### src/rtl/button_pkg.sv
// Shared types and default constants for the pushbutton debouncer.
//   btn_state_e         : debounce FSM states
//   CLK_HZ              : board clock frequency
//   DEBOUNCE_CYCLES_DEF : 10 ms stability window at CLK_HZ
//   LONG_CYCLES_DEF     : 1 s long-press threshold at CLK_HZ
//   PRESS_CNT_W         : width of the exported press counter (LED4..LED0)
package button_pkg;

  typedef enum logic [1:0] {
    IDLE         = 2'd0,
    PRESS_PEND   = 2'd1,
    PRESSED      = 2'd2,
    RELEASE_PEND = 2'd3
  } btn_state_e;

  localparam int unsigned CLK_HZ              = 12_000_000;
  localparam int unsigned DEBOUNCE_CYCLES_DEF = CLK_HZ / 100;
  localparam int unsigned LONG_CYCLES_DEF     = CLK_HZ;
  localparam int unsigned PRESS_CNT_W         = 5;

endpackage

### src/rtl/sync_ff.sv
// N-stage synchronizer for asynchronous board inputs.
//   clk, rst_n : clock, asynchronous active-low reset
//   d          : asynchronous input
//   q          : synchronized output (last stage)
// Stages reset to RESET_VAL so an idle pin looks idle from the first cycle.
module sync_ff #(
  parameter int unsigned SYNC_STAGES = 2,
  parameter logic        RESET_VAL   = 1'b0
) (
  input  logic clk,
  input  logic rst_n,
  input  logic d,
  output logic q
);

  logic [SYNC_STAGES-1:0] stages;

  // Shift chain; stage 0 captures the raw pin.
  always_ff @(posedge clk or negedge rst_n) begin
    if (!rst_n) begin
      stages <= {SYNC_STAGES{RESET_VAL}};
    end else begin
      stages <= {stages[SYNC_STAGES-2:0], d};
    end
  end

  assign q = stages[SYNC_STAGES-1];

endmodule

### src/rtl/button_debounce.sv
// Pushbutton debouncer: synchronizes the raw pin, requires DEBOUNCE_CYCLES
// stable cycles to accept a level change, and emits registered events.
//   clk, rst_n    : 12 MHz board clock, asynchronous active-low reset
//   btn           : raw button pin, asynchronous to clk
//   btn_level     : debounced level, 1 = pressed
//   press_pulse   : one-cycle strobe on accepted press
//   release_pulse : one-cycle strobe on accepted release
//   long_pulse    : one-cycle strobe LONG_CYCLES after press, once per press
//   press_count   : accepted presses modulo 32, cleared by long_pulse
module button_debounce
  import button_pkg::*;
#(
  parameter int unsigned DEBOUNCE_CYCLES = DEBOUNCE_CYCLES_DEF,
  parameter int unsigned LONG_CYCLES     = LONG_CYCLES_DEF,
  parameter int unsigned SYNC_STAGES     = 2,
  parameter bit          BTN_ACTIVE_LOW  = 1'b1
) (
  input  logic                   clk,
  input  logic                   rst_n,
  input  logic                   btn,
  output logic                   btn_level,
  output logic                   press_pulse,
  output logic                   release_pulse,
  output logic                   long_pulse,
  output logic [PRESS_CNT_W-1:0] press_count
);

  localparam int unsigned DEB_W  = (DEBOUNCE_CYCLES > 1) ? $clog2(DEBOUNCE_CYCLES) : 1;
  localparam int unsigned LONG_W = $clog2(LONG_CYCLES + 1);
  localparam logic [DEB_W-1:0]  DEB_LAST  = DEB_W'(DEBOUNCE_CYCLES - 1);
  localparam logic [LONG_W-1:0] LONG_LAST = LONG_W'(LONG_CYCLES - 1);
  localparam logic [LONG_W-1:0] LONG_SAT  = LONG_W'(LONG_CYCLES);

  logic btn_sync;
  logic synced;

  btn_state_e             state, state_d;
  logic [DEB_W-1:0]       deb_cnt, deb_cnt_d;
  logic [LONG_W-1:0]      long_cnt, long_cnt_d;
  logic                   level_d, press_d, release_d, long_d;
  logic [PRESS_CNT_W-1:0] count_d;

  sync_ff #(
    .SYNC_STAGES (SYNC_STAGES),
    .RESET_VAL   (BTN_ACTIVE_LOW)
  ) u_sync (
    .clk   (clk),
    .rst_n (rst_n),
    .d     (btn),
    .q     (btn_sync)
  );

  // Normalize to 1 = pressed after the last synchronizer stage.
  assign synced = BTN_ACTIVE_LOW ? ~btn_sync : btn_sync;

  // State, counters and registered outputs.
  always_ff @(posedge clk or negedge rst_n) begin
    if (!rst_n) begin
      state         <= IDLE;
      deb_cnt       <= '0;
      long_cnt      <= '0;
      btn_level     <= 1'b0;
      press_pulse   <= 1'b0;
      release_pulse <= 1'b0;
      long_pulse    <= 1'b0;
      press_count   <= '0;
    end else begin
      state         <= state_d;
      deb_cnt       <= deb_cnt_d;
      long_cnt      <= long_cnt_d;
      btn_level     <= level_d;
      press_pulse   <= press_d;
      release_pulse <= release_d;
      long_pulse    <= long_d;
      press_count   <= count_d;
    end
  end

  // Next-state, counter updates and next output values.
  always_comb begin
    state_d    = state;
    deb_cnt_d  = deb_cnt;
    long_cnt_d = long_cnt;
    press_d    = 1'b0;
    release_d  = 1'b0;
    long_d     = 1'b0;
    count_d    = press_count;

    unique case (state)
      IDLE: begin
        if (synced) begin
          state_d   = PRESS_PEND;
          deb_cnt_d = '0;
        end
      end
      PRESS_PEND: begin
        if (!synced) begin
          state_d = IDLE;
        end else if (deb_cnt == DEB_LAST) begin
          state_d    = PRESSED;
          press_d    = 1'b1;
          long_cnt_d = '0;
        end else begin
          deb_cnt_d = deb_cnt + DEB_W'(1);
        end
      end
      PRESSED: begin
        if (!synced) begin
          state_d   = RELEASE_PEND;
          deb_cnt_d = '0;
        end
      end
      RELEASE_PEND: begin
        if (synced) begin
          state_d = PRESSED;
        end else if (deb_cnt == DEB_LAST) begin
          state_d   = IDLE;
          release_d = 1'b1;
        end else begin
          deb_cnt_d = deb_cnt + DEB_W'(1);
        end
      end
      default: state_d = IDLE;
    endcase

    // Long-press timer runs while the debounced level is pressed and
    // saturates after firing so it cannot repeat within one press.
    if ((state == PRESSED || state == RELEASE_PEND) && long_cnt != LONG_SAT) begin
      long_cnt_d = long_cnt + LONG_W'(1);
      if (long_cnt == LONG_LAST) begin
        long_d = 1'b1;
      end
    end

    // Press and long strobes are mutually exclusive by construction.
    if (press_d) begin
      count_d = press_count + PRESS_CNT_W'(1);
    end else if (long_d) begin
      count_d = '0;
    end

    level_d = (state_d == PRESSED) || (state_d == RELEASE_PEND);
  end

endmodule

### config.mk
export PLATFORM = sky130hd
export DESIGN_NAME = button_debounce
export DESIGN_NICKNAME = d
export VERILOG_FILES = /design/src/rtl/button_pkg.sv /design/src/rtl/sync_ff.sv /design/src/rtl/button_debounce.sv
export SDC_FILE = /design/constraint.sdc
export NUM_CORES = 1
export LEC_CHECK = 0
export CAP_MARGIN = 40
export CORE_AREA = 2 2 71 73
export CTS_CLUSTER_SIZE = 12
export DETAILED_ROUTE_END_ITERATION = 12
export DIE_AREA = 0 0 73 75
export PLACE_DENSITY = 0.78
export REMOVE_ABC_BUFFERS = 1
export SLEW_MARGIN = 5
export SYNTH_ARGS = -nofsm -noshare
export SYNTH_HDL_FRONTEND = slang
export SYNTH_SLANG_ARGS = --single-unit
### constraint.sdc
create_clock -name clk -period 2.2 [get_ports clk]
set_clock_uncertainty 0.15 [all_clocks]
set_input_delay 0.44 -clock clk [delete_from_list [all_inputs] [get_ports clk]]
set_output_delay 0.44 -clock clk [all_outputs]
set_load 0.005 [all_outputs]
# Word level (Yosys, flattened, before mapping)
# Index checks and enable logic that the tools add are counted.
# W data, S select, Z words.
# totals
reg_bits	54
latchBits	0
mem_bits_rw	0
romBits	0
inputBits	3
wordCells	60
n_memories	0
# classes
add_sub_neg	3
mul	0
div_mod_pow	0
n_lt_le_gt_ge	0
n_eq_ne	13
n_shift	0
mux	26
bitwise	0
n_reduce_logical	9
# ops
operator	n
$mux W24	4
$mux W17	5
$pmux W17 S4	1
$add A24 B1 Y24 const B	1
$eq A24 B24 Y1 const B	1
$ne A24 B24 Y1 const B	1
$add A17 B1 Y17 const B	1
$eq A17 B17 Y1 const B	1
$mux W2	6
$mux W5	2
$eq A2 B2 Y1 const B	4
$pmux W2 S4	1
$mux W1	7
$ne A2 B2 Y1 const B	3
$reduce_bool A2 Y1	3
$add A5 B1 Y5 const B	1
$ne A2 B1 Y1 const B	2
$reduce_and A4 Y1	1
$reduce_and A3 Y1	1
$eq A2 B1 Y1 const B	1
$logic_not A2 Y1	1
$logic_or A1 B1 Y1	2
$logic_and A1 B1 Y1	1

# Longest topological paths before layout
# Gate-level depths: netlist of run 1.
# depth
ltp_word	6
ltp_mapped	8
ltp_nobuf	7

# Cells and area by module
# A second synthesis of run 1 with hierarchy kept.
# unflattened
cells_unflattened	290
area_unflattened_um2	2718.9
# modules_own_cells
module	n_inst	cells_each	area_per_inst_um2
button_debounce	1	288	2666.3
sync_ff	1	2	52.6

# Least setup slack after synthesis of run 1
# OpenSTA, ideal clock, no wires.
# synth_timing
path_kind	reg-to-reg
start	reg long_cnt[0]
end	reg long_cnt[15]
arrival_time_ns	1.746
t_required_ns	1.926
setup_slack_ns	0.180
path_stages_with_launch	9
synth_period_minus_slack_ns	2.020
path_cell_list	dfrtp_1 inv_1 ha_1 nor4b_1 nand3_1 o21a_1 buf_2 and3_1 a211o_1
# synth_between
elab_chain_len	4
# synth_rtl
element	line	text
from (decl)	button_debounce.sv:39	logic [LONG_W-1:0] long_cnt, long_cnt_d;
from (signal assigned)	button_debounce.sv:70	long_cnt <= long_cnt_d;
parallel branches: the longest is 4 deep, another holds $add A24 B1 Y24	-	
# Parallel ways; which one is timed is not known.
# A chain may end at the register's enable or synchronous reset.

# Worst setup path after layout of run 1
# layout_timing
start	reg long_cnt[1]
end	reg long_cnt[11]
# The elaborated chain is that of the path after synthesis.

==> impl_metrics.toml, run 1 <==
[outcome]
outcome = "finished clean"

[layout]
final_common_cell = "dfrtp_1"
fillerInstances = 355
stdcell_count = 380
area_delta_synth_final_pct = 17.13
final_cell_mix = "dfrtp_1, nand2_1, nand3_1, buf_4, nor3_1"
drive_gt1_share_pct = 17.48
diodes = 0
nets = 332

[clock_network]
clock_path_buffers = 2
cts_root_buf = "clkbuf_8"
clock_latency_ns = 0.32
clk_transition_reported_paths_ns = 0.10
cts_tree = "done"
clkSinkCount = 53
cts_buffers = 5
htreeDepth = 2

[drt]
vias_per_cell = 6.150
drt_iter0_markers = 101
first_pass_iters = 5
drc = 0
routedWlPerCell_um = 16.37
wl_mm = 6.219
dr_total_vias = 2337
postRouteAntennaNets = 0

[sta]
maxSlewHeadroom_pct = 63.73
final_hold_viol_count = 0
final_max_slew_viol_count = 0
min_period_over_period_pct = 95.83
fmax_mhz = 474.3
fin_crit_ns = 2.108
final-setup-viol-count = 0
worstMarginPinSlew_ns = 0.5399

[global_route]
grtUsageMet1_pct = 29.18
top_usage_layer = "met2"
grt_start_max_net_pins = 29
grt_remaining_overflow = 0
grt_usage_pct = 24.60
grt_pass1_vias = 2374
met3_usage_pct = 4.418
antenna_found_initial = 0
met2_usage_pct = 44.14
grt_first_pass_wirelength_mm = 10.32

[die]
start_util_pct = 59.38
dieArea_um2 = 5475
pin_count = 12
die_x_um = 73
num_rows = 25
fp.dieH_um = 75
core_um2 = 4661

[logic_synthesis]
synth-edff-count = 0
synth.ff_latch_count = 53
ys.flop_type = "dfrtp_1"
synth-async-reset-ratio_pct = 100.0
synthesis.area_um2 = 2768
synth_cells = 285
ys.warnings.count = 0
synth.distinct_cells = 49
ys_seq_area_share_pct = 48.01
syn_area_per_cell_um2 = 9.711

[job]
maxCapViolCount = 0

[worst_setup_path]
crit_type = "flop to flop"
cp_max_fo = 14
cp_slowest_cell = "dfrtp_1"
start_kind = "flop"
critPathRequiredTime_ns = 2.26
worstPathArrival_ns = 2.16
slowest_delay_ns = 0.42
path_cells = "inv_1, ha_1, nor4b_2, nand3_1, o21a_2, and3_2, a211o_1"
end_kind = "flop"

[placed_design]
dp.cells = 371
place_congestion = 0.9277
port_buffers = 11
hpwlAfterDp_mm = 4.514

[power_and_ir_drop]
leakage_nw = 1.394
power.density_nw_per_um2 = 501.7
power_mw = 1.626
vdd_drop_max_mv = 0.4076

[worst_hold_path]
hold_class = "flop to flop"
==> logic make-up (layout without fill, tap and decap cells) <==
logic type | count (synthesis) | after routing | share of synthesized area [%]
AOI/OAI and AO/OA | 50 | 50 | 11.98
xor gates and xnor gates | 13 | 13 | 4.114
adders and majority gates | 4 | 4 | 1.808
buffers and inverters | 16 | 57 | 2.577
DFF | 53 | 53 | 48.01
muxes | 3 | 3 | 1.085
and+or+nand+nor | 146 | 146 | 30.43
==> routing by layer <==
layer / share of wire (%) / up-vias / wire length [um]
li1: - / 1130 / -
met1: 43 / 1153 / 2695
met2: 52 / 46 / 3224
met3: 3.3 / 8 / 208
met4: 1.4 / 0 / 90
met5: 0 / - / 0
==> per-stage QoR <==
stage	util, %	area, um^2	setup TNS (ns)	worst slack, ns	hold WS [ns]
final	69.56	3242	0	0.09173	0.2117
after global routing	69.56	3242	-0.04132	-0.01635	0.2195
after CTS	69.34	3232	0	0.07542	0.2145
after detailed placement	67.17	3131	-0.01015	-0.01015	0.1698
after global placement	67.01	3123	0	0.09882	0.1694
after floorplan	-	2735	0	0.008373	-0.005591
==> cells in the mapped netlist (3+ instances only) <==
| library cell | count | share of area [%] |
|---|---|---|
| o21ai_0 | 17 | 3.1 |
| and3_1 | 8 | 1.8 |
| xnor2_1 | 12 | 3.8 |
| a21oi_1 | 5 | 0.90 |
| nor3_1 | 19 | 3.4 |
| or3_1 | 5 | 1.1 |
| buf_2 | 5 | 0.90 |
| a211o_1 | 7 | 2.2 |
| mux2i_1 | 3 | 1.1 |
| ha_1 | 4 | 1.8 |
| nor3b_1 | 3 | 0.81 |
| nand2_1 | 29 | 3.9 |
| nor2_1 | 18 | 2.4 |
| a211oi_1 | 4 | 1.1 |
| dfrtp_1 | 51 | 46 |
| o211ai_1 | 6 | 1.6 |
| and2_1 | 3 | 0.68 |
| nand4_1 | 12 | 2.7 |
| inv_1 | 8 | 1.1 |
| nand3_1 | 28 | 5.1 |
| a31oi_1 | 4 | 0.90 |
==> what timing repair did <==
item / 4_1_cts / 5_1_grt
gates cloned: 0 / 0
setup buffers: 0 / 0
hold buffers: 1 / 0
hold endpoints to repair: 9 / 0
endpoints found under the setup margin: 2 / 14
resized for setup: 1 / 3
==> worst max-delay path, delay by kind of cell (launching register included) <==
kind                       cells  cell delay (ns)
and+or+nand+nor                3             0.59
DFF                            1             0.42
adders and majority gates      1             0.15
buffers and inverters          1             0.09
AOI/OAI and AO/OA              2             0.60
==> flip-flops by register name, indices dropped and copies added, names as in the netlist <==
register,count
u_sync.stages,2
long_pulse,1
long_cnt,24
btn_level,1
press_count,5
state,1
release_pulse,1
press_pulse,1
deb_cnt,17
==> cell type report <==
class                           count  area, um^2  area share [%]
Multi-Input combinational cell    216        1378           42.49
Sequential cell                    53        1330           41.03
Timing Repair Buffer               40       337.8           10.42
Clock buffer                        5       68.82           2.123
Tap cell                           54       67.56           2.084
Inverter                            9       38.79           1.196
Clock inverter                      3       21.27          0.6561
==> final timing paths <==
kind | start | endpoint | slack (ns) | depth (start not counted)
min reg2reg | u_sync.stages[0] | u_sync.stages[1] | 0.21 | 0
max | long_cnt[1] | long_cnt[11] | 0.09 | 7
min in group asynchronous | rst_n | deb_cnt[2] | 0.37 | 2
min | u_sync.stages[0] | u_sync.stages[1] | 0.21 | 0
max in group asynchronous | rst_n | long_cnt[4] | 1.03 | 3
max reg2reg | long_cnt[1] | long_cnt[11] | 0.09 | 7
==> report_power, final <==
| part | switching, mW | total (mW) | internal [mW] |
|---|---|---|---|
| Sequential | 0.0118 | 0.997 | 0.985 |
| Combinational | 0.0404 | 0.0660 | 0.0256 |
| Clock | 0.337 | 0.563 | 0.226 |
No activity file was read; power rests on OpenSTA's default activity.
==> inputs of run 2 (changes only) <==
CAP_MARGIN = not set   (was 40)
SLEW_MARGIN = 30   (was 5)
==> run 2 against run 1 <==
Effect of this change: via count increased by 0.21%; maximum frequency up 1.1%; worst setup slack better by 0.023 ns; utilization increased by 0.40 points; largest power group unchanged; highest routed layer unchanged.
==> impl_metrics.toml, run 2 (same netlist as run 1, synthesis figures left out) <==
[global_route]
grtUsageMet1_pct = 30.14
grt_remaining_overflow = 0
antenna_found_initial = 0
met3_usage_pct = 4.552
grt_start_max_net_pins = 29
met2_usage_pct = 43.14
grt_usage_pct = 24.63
top_usage_layer = "met2"
grt_first_pass_wirelength_mm = 10.39
grt_pass1_vias = 2295

[die]
start_util_pct = 59.38
dieArea_um2 = 5475
pin_count = 12
fp.dieH_um = 75
core_um2 = 4661
die_x_um = 73
num_rows = 25

[power_and_ir_drop]
vdd_drop_max_mv = 0.3569
power.density_nw_per_um2 = 524.3
leakage_nw = 1.401
power_mw = 1.710

[clock_network]
cts_buffers = 5
cts_root_buf = "clkbuf_8"
post_cts_buffers = 0
clkSinkCount = 53
htreeDepth = 2
clk_transition_reported_paths_ns = 0.09
clock_latency_ns = 0.31
clock_path_buffers = 2
cts_tree = "done"

[layout]
stdcell_count = 379
largest_reg_flops = 24
final_cell_mix = "dfrtp_1, nand2_1, nand3_1, buf_4, nor3_1"
nets = 331
diodes = 0
top_register = "long_cnt"
drive_gt1_share_pct = 17.23
fillerInstances = 346
area_delta_synth_final_pct = 17.81
final_common_cell = "dfrtp_1"
reg_top3 = "long_cnt x24, deb_cnt x17, press_count x5"

[sta]
final-setup-viol-count = 0
setup_slack_ns = 0.1143
fin_tns_setup_ns = 0
fmax_mhz = 479.5
final_hold_viol_count = 0
fin_crit_ns = 2.086
final_max_slew_viol_count = 0
maxSlewHeadroom_pct = 59.79
rsz0062_at_grt = "no"
min_period_over_period_pct = 94.80
worstMarginPinSlew_ns = 0.6025

[worst_setup_path]
r2r_setup_slack_ns = 0.11
start_kind = "flop"
crit_type = "flop to flop"
worstPathArrival_ns = 2.10
end_kind = "flop"
cp_max_fo = 5
critPathRequiredTime_ns = 2.21

[drt]
routedWlPerCell_um = 16.15
wl_mm = 6.120
drc = 0
dr_total_vias = 2342
postRouteAntennaNets = 0
first_pass_iters = 5
vias_per_cell = 6.179
drt_iter0_markers = 154

[placed_design]
port_buffers = 11
place_congestion = 0.9277
pre_cts_ws_ns = 0.01175
dp.cells = 370
hpwlAfterDp_mm = 4.401

[job]
maxCapViolCount = 0

[outcome]
outcome = "finished clean"

[worst_hold_path]
hold_class = "flop to flop"
-- run 2: area by class of cell --
type	count	area [um^2]	area share (%)
clock buffer	6	72.57	2.226
tap	54	67.56	2.072
sequential	53	1330	40.79
inverter	9	38.79	1.190
clock inverter	2	35.03	1.074
multi-input combinational	216	1386	42.52
timing repair buffer	39	330.3	10.13
-- run 2: final timing paths --
check                                 start          endpoint  cells after the start
max reg2reg                    long_cnt[19]    press_count[2]                      5
min                        u_sync.stages[0]  u_sync.stages[1]                      0
min reg2reg                u_sync.stages[0]  u_sync.stages[1]                      0
min in group asynchronous             rst_n       deb_cnt[15]                      2
max                            long_cnt[19]    press_count[2]                      5
max in group asynchronous             rst_n  u_sync.stages[0]                      3
-- run 2: per-stage QoR --
step | area, um^2 | hold slack, ns | utilization (%)
global route | 3261 | 0.2029 | 69.96
finish | 3261 | 0.2035 | 69.96
floorplan | 2735 | -0.005591 | -
global placement | 3123 | 0.1694 | 67.01
detailed placement | 3123 | 0.1700 | 67.01
CTS | 3242 | 0.2027 | 69.56
-- run 2: repair_timing --
item / CTS / global route
hold buffers: 1 / 0
endpoints found under the hold margin: 9 / 0
pin swaps: 0 / 2
cloned: 0 / 0
setup endpoints to repair: 5 / 13
resized for setup: 1 / 4
-- run 2: routing by layer --
layer / vias to the layer above / part of all wire [%]
li1: 1128 / -
met1: 1136 / 44
met2: 65 / 50
met3: 13 / 4.4
met4: 0 / 1.8
met5: - / 0
-- run 2: power breakdown --
part / leakage (nW) / switching [mW] / internal [mW]
logic: 0.618 / 0.0393 / 0.0243
clock network: 0.0552 / 0.312 / 0.338
registers: 0.728 / 0.0109 / 0.985
-- run 2: worst max-delay path, stage by stage, from the launching register on --
cell,delay (ns)
dfrtp_1,0.41
nor4bb_1,0.28
nand4_1,0.24
or3b_4,0.48
o211ai_1,0.22
o311ai_1,0.16
==> inputs of run 3 (changes only) <==
GPL_ROUTABILITY_DRIVEN = 0   (was not set)
MAX_ROUTING_LAYER = met4   (was not set)
SLEW_MARGIN = 10   (was 30)
==> run 3 against run 2 <==
Effect of this change: non-clock buffer count up 1; count of clock-buffer cells in the layout up 1; via count down 0.98%; cell count up 0.26%; clock power down 16%; critical endpoint is now press_count[3].
==> impl_metrics.toml, run 3 (same netlist as run 1, synthesis figures left out) <==
[outcome]
outcome = "finished clean"

[clock_network]
post_cts_buffers = 0
cts_buffers = 5
clock_path_buffers = 2
clk_transition_reported_paths_ns = 0.10
cts_tree = "done"
clkSinkCount = 53
clock_latency_ns = 0.30
cts_root_buf = "clkbuf_8"
htreeDepth = 2

[worst_hold_path]
hold_class = "flop to flop"
hold_depth = 0

[worst_setup_path]
worstReg2RegEnd = "press_count[3]"
cp_slowest_cell = "dfrtp_1"
slowest_delay_ns = 0.37
cp_max_fo = 22
reg2reg_depth = 7
worstPathArrival_ns = 2.19
critPathCapture = "press_count[3]"
path_cells = "ha_1, nand4_4, nor4_4, nand3_4, buf_4, or3_1, nand3_1"
reg2reg_from = "deb_cnt[1]"
start_kind = "flop"
crit_type = "flop to flop"
critPathRequiredTime_ns = 2.29
cp_num_buf_inv = 1
path_depth = 7
r2r_setup_slack_ns = 0.1
setup.worst_path.start = "deb_cnt[1]"
critical-path-top-delay-family = "simple AND/OR/NAND/NOR gates"
end_kind = "flop"

[layout]
nets = 332
final_area_um2 = 3242
largest_reg_flops = 24
area_delta_synth_final_pct = 17.13
diodes = 0
drive_gt1_share_pct = 16.87
fillerInstances = 357
top_register = "long_cnt"
final_common_cell = "dfrtp_1"
reg_top3 = "long_cnt x24, deb_cnt x17, press_count x5"
final_cell_mix = "dfrtp_1, nand2_1, nand3_1, buf_4, nor3_1"

[drt]
wl_mm = 5.877
vias_per_cell = 6.103
routedWlPerCell_um = 15.47
first_pass_iters = 4
dr_total_vias = 2319
drc = 0
drt_iter0_markers = 111
postRouteAntennaNets = 0

[die]
dieArea_um2 = 5475
start_util_pct = 59.38
die_x_um = 73
num_rows = 25
core_um2 = 4661
fp.dieH_um = 75
pin_count = 12

[power_and_ir_drop]
p_switching_mw = 0.3667
power_mw = 1.601
switching_share_pct = 22.90
pwr-share-seq_pct = 62.2
intPower_mw = 1.234
p_clk_share_pct = 33.9
power_frac_comb_pct = 3.9
vdd_drop_max_mv = 0.2754
power.density_nw_per_um2 = 493.9
leakage_nw = 1.390

[placed_design]
hpwlAfterDp_mm = 4.279
port_buffers = 11
post_dp_cell_area_um2 = 3131

[sta]
hold_ws_ns = 0.2002
fin_tns_setup_ns = 0
fmax_mhz = 475.9
worstMarginPinSlew_ns = 0.9872
maxSlewHeadroom_pct = 33.94
min_period_over_period_pct = 95.51
final_max_slew_viol_count = 0
fin_crit_ns = 2.101
rsz0062_at_grt = "no"
final_hold_viol_count = 0
final-setup-viol-count = 0

[global_route]
grt_start_max_net_pins = 54
grt_usage_pct = 24.91
grt_pass1_vias = 2277
grt_remaining_overflow = 0
antenna_found_initial = 0
grt_first_pass_wirelength_mm = 10.38

[job]
maxCapViolCount = 0
## run 3: cell count changes in the layout (fill, tap and decap cells not counted)
cell and change:
nor2_2 -1, clkinv_2 -1, clkbuf_1 +1, clkinvlp_4 +1
bufinv_16 -1, nor2_1 +1, buf_4 +1
## run 3: worst min path at each step
stage | start | to
6_report | u_sync.stages[0] | u_sync.stages[1]
5_1_grt | u_sync.stages[0] | u_sync.stages[1]
4_1_cts | u_sync.stages[0] | u_sync.stages[1]
3_5_place_dp | u_sync.stages[0] | u_sync.stages[1]
3_3_place_gp | u_sync.stages[0] | u_sync.stages[1]
2_1_floorplan | rst_n | btn_level
## run 3: repair_timing
action	CTS	global route
setup endpoints to repair	0	11
hold endpoints to repair	51	0
hold buffers	1	0
gates resized for setup	0	5
## run 3: per-stage QoR
step / util, % / worst slack, ns / instances
finish: 69.56 / 0.09883 / 380
global route: 69.56 / 0.002316 / 380
CTS: 69.18 / 0.01560 / 380
detailed placement: 67.17 / 0.03544 / 371
global placement: 67.17 / 0.05279 / 371
floorplan: - / 0.008373 / 278
## run 3: layout make-up
class,count,area (um^2),area share [%]
clock inverters,1,7.507,0.2316
flip-flops and latches,53,1330,41.03
repair buffers,40,337.8,10.42
clock buffers,7,76.32,2.354
multi-input cells,216,1384,42.69
inverters,9,38.79,1.196
well taps,54,67.56,2.084
## run 3: per-layer routing
layer  global-route usage (%)  up-vias  wire length, um
met5                        -        -                0
met4                    5.967        0               82
met3                    4.819       12              124
met2                    41.84       34             2920
met1                    31.25     1139             2750
li1                         -     1134                -
## run 3: power groups by stage
| stage | Combinational (mW) | Clock, mW | Sequential, mW |
|---|---|---|---|
| 6_report | 0.0628 | 0.543 | 0.996 |
| 3_5_place_dp | 0.0629 | 0 | 1.01 |
| 5_1_grt | 0.0737 | 0.588 | 0.997 |
| 2_1_floorplan | 0.0210 | 0 | 1.01 |
| 3_3_place_gp | 0.0621 | 0 | 1.01 |
| 4_1_cts | 0.0646 | 0.553 | 0.996 |
